[src/rtl/seg7_pkg.sv]
// Shared constants and types for the 7-segment display blocks.
// Segment patterns are active low: [7:1] = a..g, [0] = dp.
package seg7_pkg;

  localparam logic [7:0] SEG_OFF  = 8'hFF;
  localparam logic [7:0] SEG_DASH = 8'hFD;

  localparam logic [7:0] HEX_TABLE [16] = '{
    8'h03, 8'h9F, 8'h25, 8'h0D, 8'h99, 8'h49, 8'h41, 8'h1F,
    8'h01, 8'h09, 8'h11, 8'hC1, 8'h63, 8'h85, 8'h61, 8'h71
  };

  typedef enum logic {
    GAP,
    DRIVE
  } state_e;

endpackage

[src/rtl/seg7_hex_decode.sv]
// Combinational nibble to active-low 7-segment pattern (dp bit left off).
module seg7_hex_decode
  import seg7_pkg::*;
(
  input  logic [3:0] nibble_i,
  output logic [7:0] pattern_o
);

  assign pattern_o = HEX_TABLE[nibble_i];

endmodule

[src/rtl/seg7_scan.sv]
// Time-multiplexed N-digit common-anode 7-segment driver with per-slot dead time,
// per-digit dp/blank/blink and a global '-' mask mode.
module seg7_scan
  import seg7_pkg::*;
#(
  parameter int unsigned N_DIGITS    = 4,
  parameter int unsigned CLK_DIV     = 50000,
  parameter int unsigned GAP_CYCLES  = 500,
  parameter int unsigned BLINK_SLOTS = 1000
) (
  input  logic                  clk,
  input  logic                  rst,
  input  logic [4*N_DIGITS-1:0] digits_in,
  input  logic [N_DIGITS-1:0]   dp_in,
  input  logic [N_DIGITS-1:0]   blank_in,
  input  logic [N_DIGITS-1:0]   blink_in,
  input  logic                  mask_in,
  input  logic                  en_in,
  output logic [7:0]            seg_out,
  output logic [N_DIGITS-1:0]   an_out
);

  localparam int unsigned CW = (CLK_DIV > 1) ? $clog2(CLK_DIV) : 1;
  localparam int unsigned IW = (N_DIGITS > 1) ? $clog2(N_DIGITS) : 1;
  localparam int unsigned BW = (BLINK_SLOTS > 1) ? $clog2(BLINK_SLOTS) : 1;

  logic [CW-1:0] cnt_q;
  logic [IW-1:0] idx_q;
  logic [BW-1:0] blink_cnt_q;
  logic          blink_phase_q;

  logic [3:0] snap_nib_q;
  logic       snap_dp_q, snap_blank_q, snap_blink_q;

  logic [3:0] cur_nib, eff_nib;
  logic       cur_dp, cur_blank, cur_blink;
  logic       eff_dp, eff_blank, eff_blink;
  logic       slot_start, slot_end;
  logic [7:0] hex_pat, pattern;
  state_e     state;

  always_comb begin
    cur_nib   = 4'h0;
    cur_dp    = 1'b0;
    cur_blank = 1'b0;
    cur_blink = 1'b0;
    for (int i = 0; i < N_DIGITS; i++) begin
      if (idx_q == IW'(i)) begin
        cur_nib   = digits_in[4*i +: 4];
        cur_dp    = dp_in[i];
        cur_blank = blank_in[i];
        cur_blink = blink_in[i];
      end
    end
  end

  assign slot_start = (cnt_q == '0);
  assign slot_end   = (cnt_q == CW'(CLK_DIV - 1));

  // On the snapshot cycle itself use the live inputs so a zero-gap slot still drives correctly.
  assign eff_nib   = slot_start ? cur_nib   : snap_nib_q;
  assign eff_dp    = slot_start ? cur_dp    : snap_dp_q;
  assign eff_blank = slot_start ? cur_blank : snap_blank_q;
  assign eff_blink = slot_start ? cur_blink : snap_blink_q;

  assign state = (32'(cnt_q) < GAP_CYCLES) ? GAP : DRIVE;

  seg7_hex_decode u_hex_decode (
    .nibble_i  (eff_nib),
    .pattern_o (hex_pat)
  );

  always_comb begin
    pattern = SEG_OFF;
    if (eff_blank || (eff_blink && blink_phase_q)) begin
      pattern = SEG_OFF;
    end else if (mask_in) begin
      pattern = {SEG_DASH[7:1], ~eff_dp};
    end else begin
      pattern = {hex_pat[7:1], ~eff_dp};
    end
  end

  always_ff @(posedge clk) begin
    if (rst) begin
      cnt_q         <= '0;
      idx_q         <= '0;
      blink_cnt_q   <= '0;
      blink_phase_q <= 1'b0;
      snap_nib_q    <= 4'h0;
      snap_dp_q     <= 1'b0;
      snap_blank_q  <= 1'b0;
      snap_blink_q  <= 1'b0;
      seg_out       <= SEG_OFF;
      an_out        <= '1;
    end else begin
      if (slot_end) begin
        cnt_q <= '0;
        idx_q <= (idx_q == IW'(N_DIGITS - 1)) ? '0 : idx_q + 1'b1;
        if (blink_cnt_q == BW'(BLINK_SLOTS - 1)) begin
          blink_cnt_q   <= '0;
          blink_phase_q <= ~blink_phase_q;
        end else begin
          blink_cnt_q <= blink_cnt_q + 1'b1;
        end
      end else begin
        cnt_q <= cnt_q + 1'b1;
      end

      if (slot_start) begin
        snap_nib_q   <= cur_nib;
        snap_dp_q    <= cur_dp;
        snap_blank_q <= cur_blank;
        snap_blink_q <= cur_blink;
      end

      if (!en_in) begin
        seg_out <= SEG_OFF;
        an_out  <= '1;
      end else begin
        case (state)
          GAP: begin
            seg_out <= SEG_OFF;
            an_out  <= '1;
          end
          DRIVE: begin
            seg_out <= pattern;
            an_out  <= ~(N_DIGITS'(1) << idx_q);
          end
          default: begin
            seg_out <= SEG_OFF;
            an_out  <= '1;
          end
        endcase
      end
    end
  end

endmodule

[config.mk]
export PLATFORM = sky130hd
export DESIGN_NAME = seg7_scan
export DESIGN_NICKNAME = d
export VERILOG_FILES = /design/src/rtl/seg7_pkg.sv /design/src/rtl/seg7_hex_decode.sv /design/src/rtl/seg7_scan.sv
export SDC_FILE = /design/constraint.sdc
export NUM_CORES = 1
export LEC_CHECK = 0
export ABC_AREA = 1
export BUFFER_PORTS_ARGS = -buffer_cell sky130_fd_sc_hd__buf_2
export CAP_MARGIN = 20
export CORE_ASPECT_RATIO = 1.2
export CORE_MARGIN = 3
export CORE_UTILIZATION = 55
export CTS_BUF_LIST = sky130_fd_sc_hd__clkbuf_4 sky130_fd_sc_hd__clkbuf_8
export CTS_CLUSTER_SIZE = 30
export DETAILED_ROUTE_END_ITERATION = 8
export GPL_ROUTABILITY_DRIVEN = 1
export PLACE_DENSITY_LB_ADDON = 0.15
export SLEW_MARGIN = 40
export SYNTH_ARGS = -nofsm -noshare
export SYNTH_HDL_FRONTEND = slang
export SYNTH_SLANG_ARGS = --single-unit
[constraint.sdc]
create_clock -name clk -period 4.7 [get_ports clk]
set_input_delay 1.175 -clock clk [delete_from_list [all_inputs] [get_ports clk]]
set_output_delay 1.175 -clock clk [all_outputs]
set_load 0.05 [all_outputs]
# --- Word-level counts from Yosys, hierarchy flattened ---
# Memories as Yosys holds them, arrays and structs flattened.
# Index checks and enable logic that the tools add are counted.
totals:
  ff_bits: 48
  rom_bits: 128
  in_bits: 32
  elab_cells: 63
  memories: 1
op_classes:
  addsub: 3
  magnitude_cmp: 2
  eq_ne: 5
  n_shift: 1
  muxes: 29
  n_bitwise: 5
  n_reduce_logical: 7
mem_list:
  columns: ["memory", "words", "width", "read_ports", "rd_clocked_by_memory_dff", "wr", "line_no", "rtl"]
  rows:
  - ["(no name shown)", 16, 8, 1, 0, 0, "seg7_hex_decode.sv:9", "assign pattern_o = HEX_TABLE[nibble_i];"]
ops:
  columns: ["operator", "count"]
  rows:
  - ["two-way mux 8 bit", 4]
  - ["two-way mux 4 bit", 5]
  - ["adder 16 x 1 -> 16 bit, second input constant", 1]
  - ["== test 16 bit, second input constant", 1]
  - ["logical NOT 16 bit", 1]
  - ["less-than comparator 16 x 9 -> 1 bit, second input constant", 1]
  - ["two-way mux 1 bit", 16]
  - ["one-hot mux 8 bit (2 select lines)", 1]
  - ["adder 10 x 1 -> 10 bit, second input constant", 1]
  - ["== test 10 bit, second input constant", 1]
  - ["two-way mux 10 bit", 1]
  - ["one-hot mux 4 bit (2 select lines)", 1]
  - [">= comparator 5 bit, second input constant", 1]
  - ["NOT 4 -> 5 bit", 1]
  - ["== test 2 bit, second input constant", 2]
  - ["NOT 4 bit", 1]
  - ["OR reduction 2 bit", 2]
  - ["left shift 1 x 2 -> 4 bit, first input constant", 1]
  - ["NOT 1 bit", 3]
  - ["adder 2 x 1 -> 2 bit, second input constant", 1]
  - ["== test 2 x 1 -> 1 bit, second input constant", 1]
  - ["logical NOT 2 bit", 1]
  - ["two-way mux 2 bit", 1]
  - ["AND reduction 2 bit", 1]
  - ["2 further kinds", 2]

# --- Depth between registers and ports, before layout ---
logic_depth:
  ltp_word: 13
  depth_mapped: 15

# --- Cells and area by module ---
# A second synthesis with hierarchy kept.
hier_totals:
  hier_cells: 441
  area_unflattened_um2: 2955.3
by_module_without_submodules:
  columns: ["mod", "instances", "cells_each", "area_each_um2", "seq_area_each_um2"]
  rows:
  - ["seg7_scan", 1, 390, 2670.1, 960.9]
  - ["seg7_hex_decode", 1, 51, 285.3, 0.0]

# --- Worst setup path after synthesis ---
# No wires, ideal clock.
synth_path:
  path_type: "in2reg"
  startpoint: "input port digits_in[9]"
  endpoint: "register seg_out[1]"
  setup_ns: 0.113
  t_arrival_ns: 2.218
  required_ns: 4.587
  slack_ns: 2.369
  stages: 10
  path_buffers: 0
  path_cell_list: "or2_2 nand3_1 nand3_1 nand2_2 inv_1 ha_1 nand3_1 nand3_1 nand2_1 nand2_1"
synth_between:
  elab_chain_cells: 10
synth_lines:
  columns: ["element", "line_no", "rtl"]
  rows:
  - ["start: declaration", "seg7_scan.sv:13", "input logic [4*N_DIGITS-1:0] digits_in,"]
  - ["two-way mux 4 bit (2 in a row)", "seg7_scan.sv:48", "if (idx_q == IW'(i)) begin"]
  - ["two-way mux 4 bit", null, null]
  - ["named net eff_nib[1]", "seg7_scan.sv:35", "logic [3:0] cur_nib, eff_nib;"]
  - ["NOT 4 -> 5 bit (not written as such)", "seg7_hex_decode.sv:9", null]
  - ["memory read (16 x 8 bit)", null, null]
  - ["two-way mux 8 bit (not written as such) (2 in a row)", "seg7_hex_decode.sv:9", null]
  - ["two-way mux 8 bit", "seg7_scan.sv:77", "end else if (mask_in) begin"]
  - ["two-way mux 8 bit", "seg7_scan.sv:75", "if (eff_blank || (eff_blink && blink_phase_q)) begin"]
  - ["one-hot mux 8 bit (2 select lines)", "seg7_scan.sv:121", "case (state)"]
  - ["end signal: assignment", "seg7_scan.sv:127", "seg_out <= pattern;"]
  - ["end: declaration", "seg7_scan.sv:19", "output logic [7:0] seg_out,"]
# The timed path passes the listed nets, and every way through them passes these cells. The select of a mux whose other input is x is not followed.
# A chain may end at the register's enable or synchronous reset.

# --- Worst setup path after layout ---
layout_path:
  startpoint: "input port digits_in[9]"
  endpoint: "register seg_out[2]"
# The elaborated chain is that of the path after synthesis.

==> impl_results.md <==
* Status: finished, final reports clean
* WP data arrival at 2.44 ns
* Register area share after synthesis at 0.350
* FILL cells at about 450
* Synth Warn # at 0
* Post-CTS resize count at 0
* Worst path max stage delay at around 0.28 ns
* Vias at between 2000 and 3000
* Initial antenna violation count at 0
* Most used routing layer: met2
* Tot Pwr at 0.819 mW
* Pwr Density at 264 nW/um2
* Number of synthesized register bits at 48
* Setup bufs post-CTS at 0
* GR Util All Layers at 0.199
* Hold depth at 1
* Final setup TNS at 0 ns
* GRT overflow at 0
* Die H at 83.4 um
* Setup violators final at 0
* Synth async-reset ratio at 0
* DP Wirelength at 4320 um
* DR vias/cell at 5.05
* Final cell count without fillers at 511
* CTS Buf Count at 5
* Cell Chain, Critical Path: buf_2 -> or2_2 -> nand3_1 -> nand3_1 -> nand2_2 -> inv_1 -> ha_1 -> nand2_1 -> o21ai_1 -> nand2_1 -> nand2_1
* Skew-Pair Late Insertion Delay at around 0.29 ns
* Met1 Use GR at 0.240
* Antenna viol nets, final at 0
* WS Path Type: in2reg
* Worst Skew at about 0.0034 ns
* Unrepaired setup endpoints after global routing: false
* Met2 usage at 0.353
* Hold Violations, Final at 0
* Number of synthesized flops with an enable pin at 0
* WL final at 5550 um
* Net Count, Synth at 455
* Syn_area_per_cell at 6.72 um2
* Core area at about 4700 um2
* Row Count at 27
* Area of the multi-input gates at 1570 um2
* Netlist cell types at 32
* Crit Path Max Fanout at 7
* Synth-to-layout area growth at 12.7%
* First-pass GRT wire length at 9980 um
* Leak at 1.33 nW
* Max-slew headroom at 0.709
* Fin nets at 498
* WL/cell at 10.9 um
* Router iterations before antenna repair at 4
* Global placer's final weighted congestion at 0.845
* Vias in the first global route at 2491
* CTS H-tree depth at 2
* Register area at 961 um2
* R2R cell count at 13
* Measured slew at the worst slew-check pin at 0.436 ns
* Place WS at 2.14 ns
* Post-CTS Hold Buffers at 0
* PortBufs at 43
* Post-synthesis compound-gate area fraction at 0.0706
* WP data required at 4.89 ns
* Clock root cell: clkbuf_8
* DRC marker count from the first detailed-route iteration at 107
* Post-Synth Adder-Cell Area at 0.0638
* Dpl cells at between 500 and 600
* Synth Area in Simple Gates at 0.417
* Max Root-Sink Buffers at 2
* Max-cap violations at 0
* Share of cells above drive strength 1 at 0.185
* Die X at 70.5 um
* Crit end category: register
* Largest net degree at the start of global routing at 19
* Clk pin slew, worst setup/hold paths at 0.08 ns
* DIE AREA at 5880 um2
* Worst hold path type: reg2reg
* Post-synthesis mux area share at 0
* # DRC at 0
* IO Count at 44
* Post-route minimum period at 2.25 ns
* Clock Sinks at 48
* Max Clock Freq at 444 MHz
* Max VDD drop at between 200 and 250 uV
* Largest family of logic cells by synthesized area: simple AND/OR/NAND/NOR gates
* Final Max Tran Viols at 0
* CTS tree: built
* Initial core utilization at 0.585
* Ys flop type: dfxtp_1
* N_diodes at 0
* Mapped Area at 2750 um2
* Post-Synth XOR/XNOR Area at 0.0191
* Post-route setup slack at 2.45 ns
* GR Util met3 at 0.0424
* Worst Setup Start Kind: primary input
* CP max stage cell: or2_2
* Most common cell on crit path: nand2_1
* Post-Syn Instances at 409
* Tcrit/Tclk final at 0.479
==> logic make-up after synthesis <==
family | count (synthesis)
AND/OR/NAND/NOR | 249
buffers and inverters | 54
flip-flops | 48
AO/OA/AOI/OAI | 38
adder cells (fa/ha/maj) | 14
XOR/XNOR | 6
==> area by class of cell <==
type                       instances  area share
clock buffer                       8      0.0315
multi-input combinational        307       0.506
sequential                        48       0.310
timing repair buffer              43      0.0695
inverter                          47      0.0586
tap                               58      0.0234
==> path summary, 6_finish.rpt <==
| path | start | endpoint | slack [ns] |
|---|---|---|---|
| setup / recovery | digits_in[9] | seg_out[2]$_SDFF_PP1_ | 2.45 |
| hold reg to reg | cnt_q[0]$_SDFF_PP0_ | cnt_q[0]$_SDFF_PP0_ | 0.47 |
| hold / removal | cnt_q[0]$_SDFF_PP0_ | cnt_q[0]$_SDFF_PP0_ | 0.47 |
| setup reg to reg | idx_q[0]$_SDFFE_PP0N_ | seg_out[2]$_SDFF_PP1_ | 2.51 |
==> cells in the final DEF (no fill, tap or decap), types with 2 or more instances in the layout <==
cell type and count:
a21oi_1 24, o21ai_1 2, clkbuf_8 6, buf_2 43, nand2_2 7, nor3_1 12
nor2_2 10, o21ai_0 10, nor4_1 2, nand2_4 3, nor2_1 43, clkbuf_4 2
inv_1 43, nand4_1 6, dfxtp_1 48, xor2_1 5, or2_0 4, ha_1 14
inv_2 3, nand2_1 111, nand3_1 36, nand3b_1 3, or2_2 6, nor2_4 2
==> registers in the layout, indices dropped and copies added, names as in the netlist <==
name	cells
snap_blank_q	1
snap_dp_q	1
idx_q	2
seg_out	8
snap_blink_q	1
cnt_q	16
blink_cnt_q	10
blink_phase_q	1
snap_nib_q	4
an_out	4
==> metrics by stage <==
stage,instance area (um2),hold slack (ns),utilization
6_report,3100,0.475,0.659
5_1_grt,3100,0.517,0.659
4_1_cts,3100,0.476,0.659
3_5_place_dp,3000,0.457,0.638
3_3_place_gp,3000,0.445,0.638
2_1_floorplan,2750,0.430,-
==> critical path, delay by kind of cell <==
family / cells / cell delay [ns]
AO/OA/AOI/OAI: 1 / 0.07
buffers and inverters: 2 / 0.21
AND/OR/NAND/NOR: 7 / 0.79
adder cells (fa/ha/maj): 1 / 0.20
==> synthesized netlist by cell type (all sizes together) (2+ instances only) <==
| cell | n | area share |
|---|---|---|
| nor3 | 12 | 0.022 |
| nand4 | 6 | 0.014 |
| nand3b | 3 | 0.0082 |
| xor2 | 5 | 0.016 |
| dfxtp | 48 | 0.35 |
| o21ai | 12 | 0.022 |
| nand3 | 37 | 0.069 |
| ha | 14 | 0.064 |
| inv | 47 | 0.066 |
| a21oi | 24 | 0.044 |
| buf | 5 | 0.011 |
| nand2 | 121 | 0.18 |
| nor2 | 55 | 0.090 |
| nor4 | 2 | 0.0046 |
| clkbuf | 2 | 0.0027 |
| or2 | 11 | 0.025 |
==> per-layer routing <==
| metal | part of all wire | up-vias |
|---|---|---|
| li1 | - | 1377 |
| met1 | 0.45 | 1148 |
| met2 | 0.49 | 48 |
| met3 | 0.050 | 6 |
| met4 | 0.0095 | 0 |
| met5 | 0 | - |
==> power by group <==
group          switching (mW)  internal, mW
Combinational          0.0888        0.0495
Sequential            0.00401         0.416
Clock                   0.129         0.132
No activity file was read; power rests on OpenSTA's default activity.
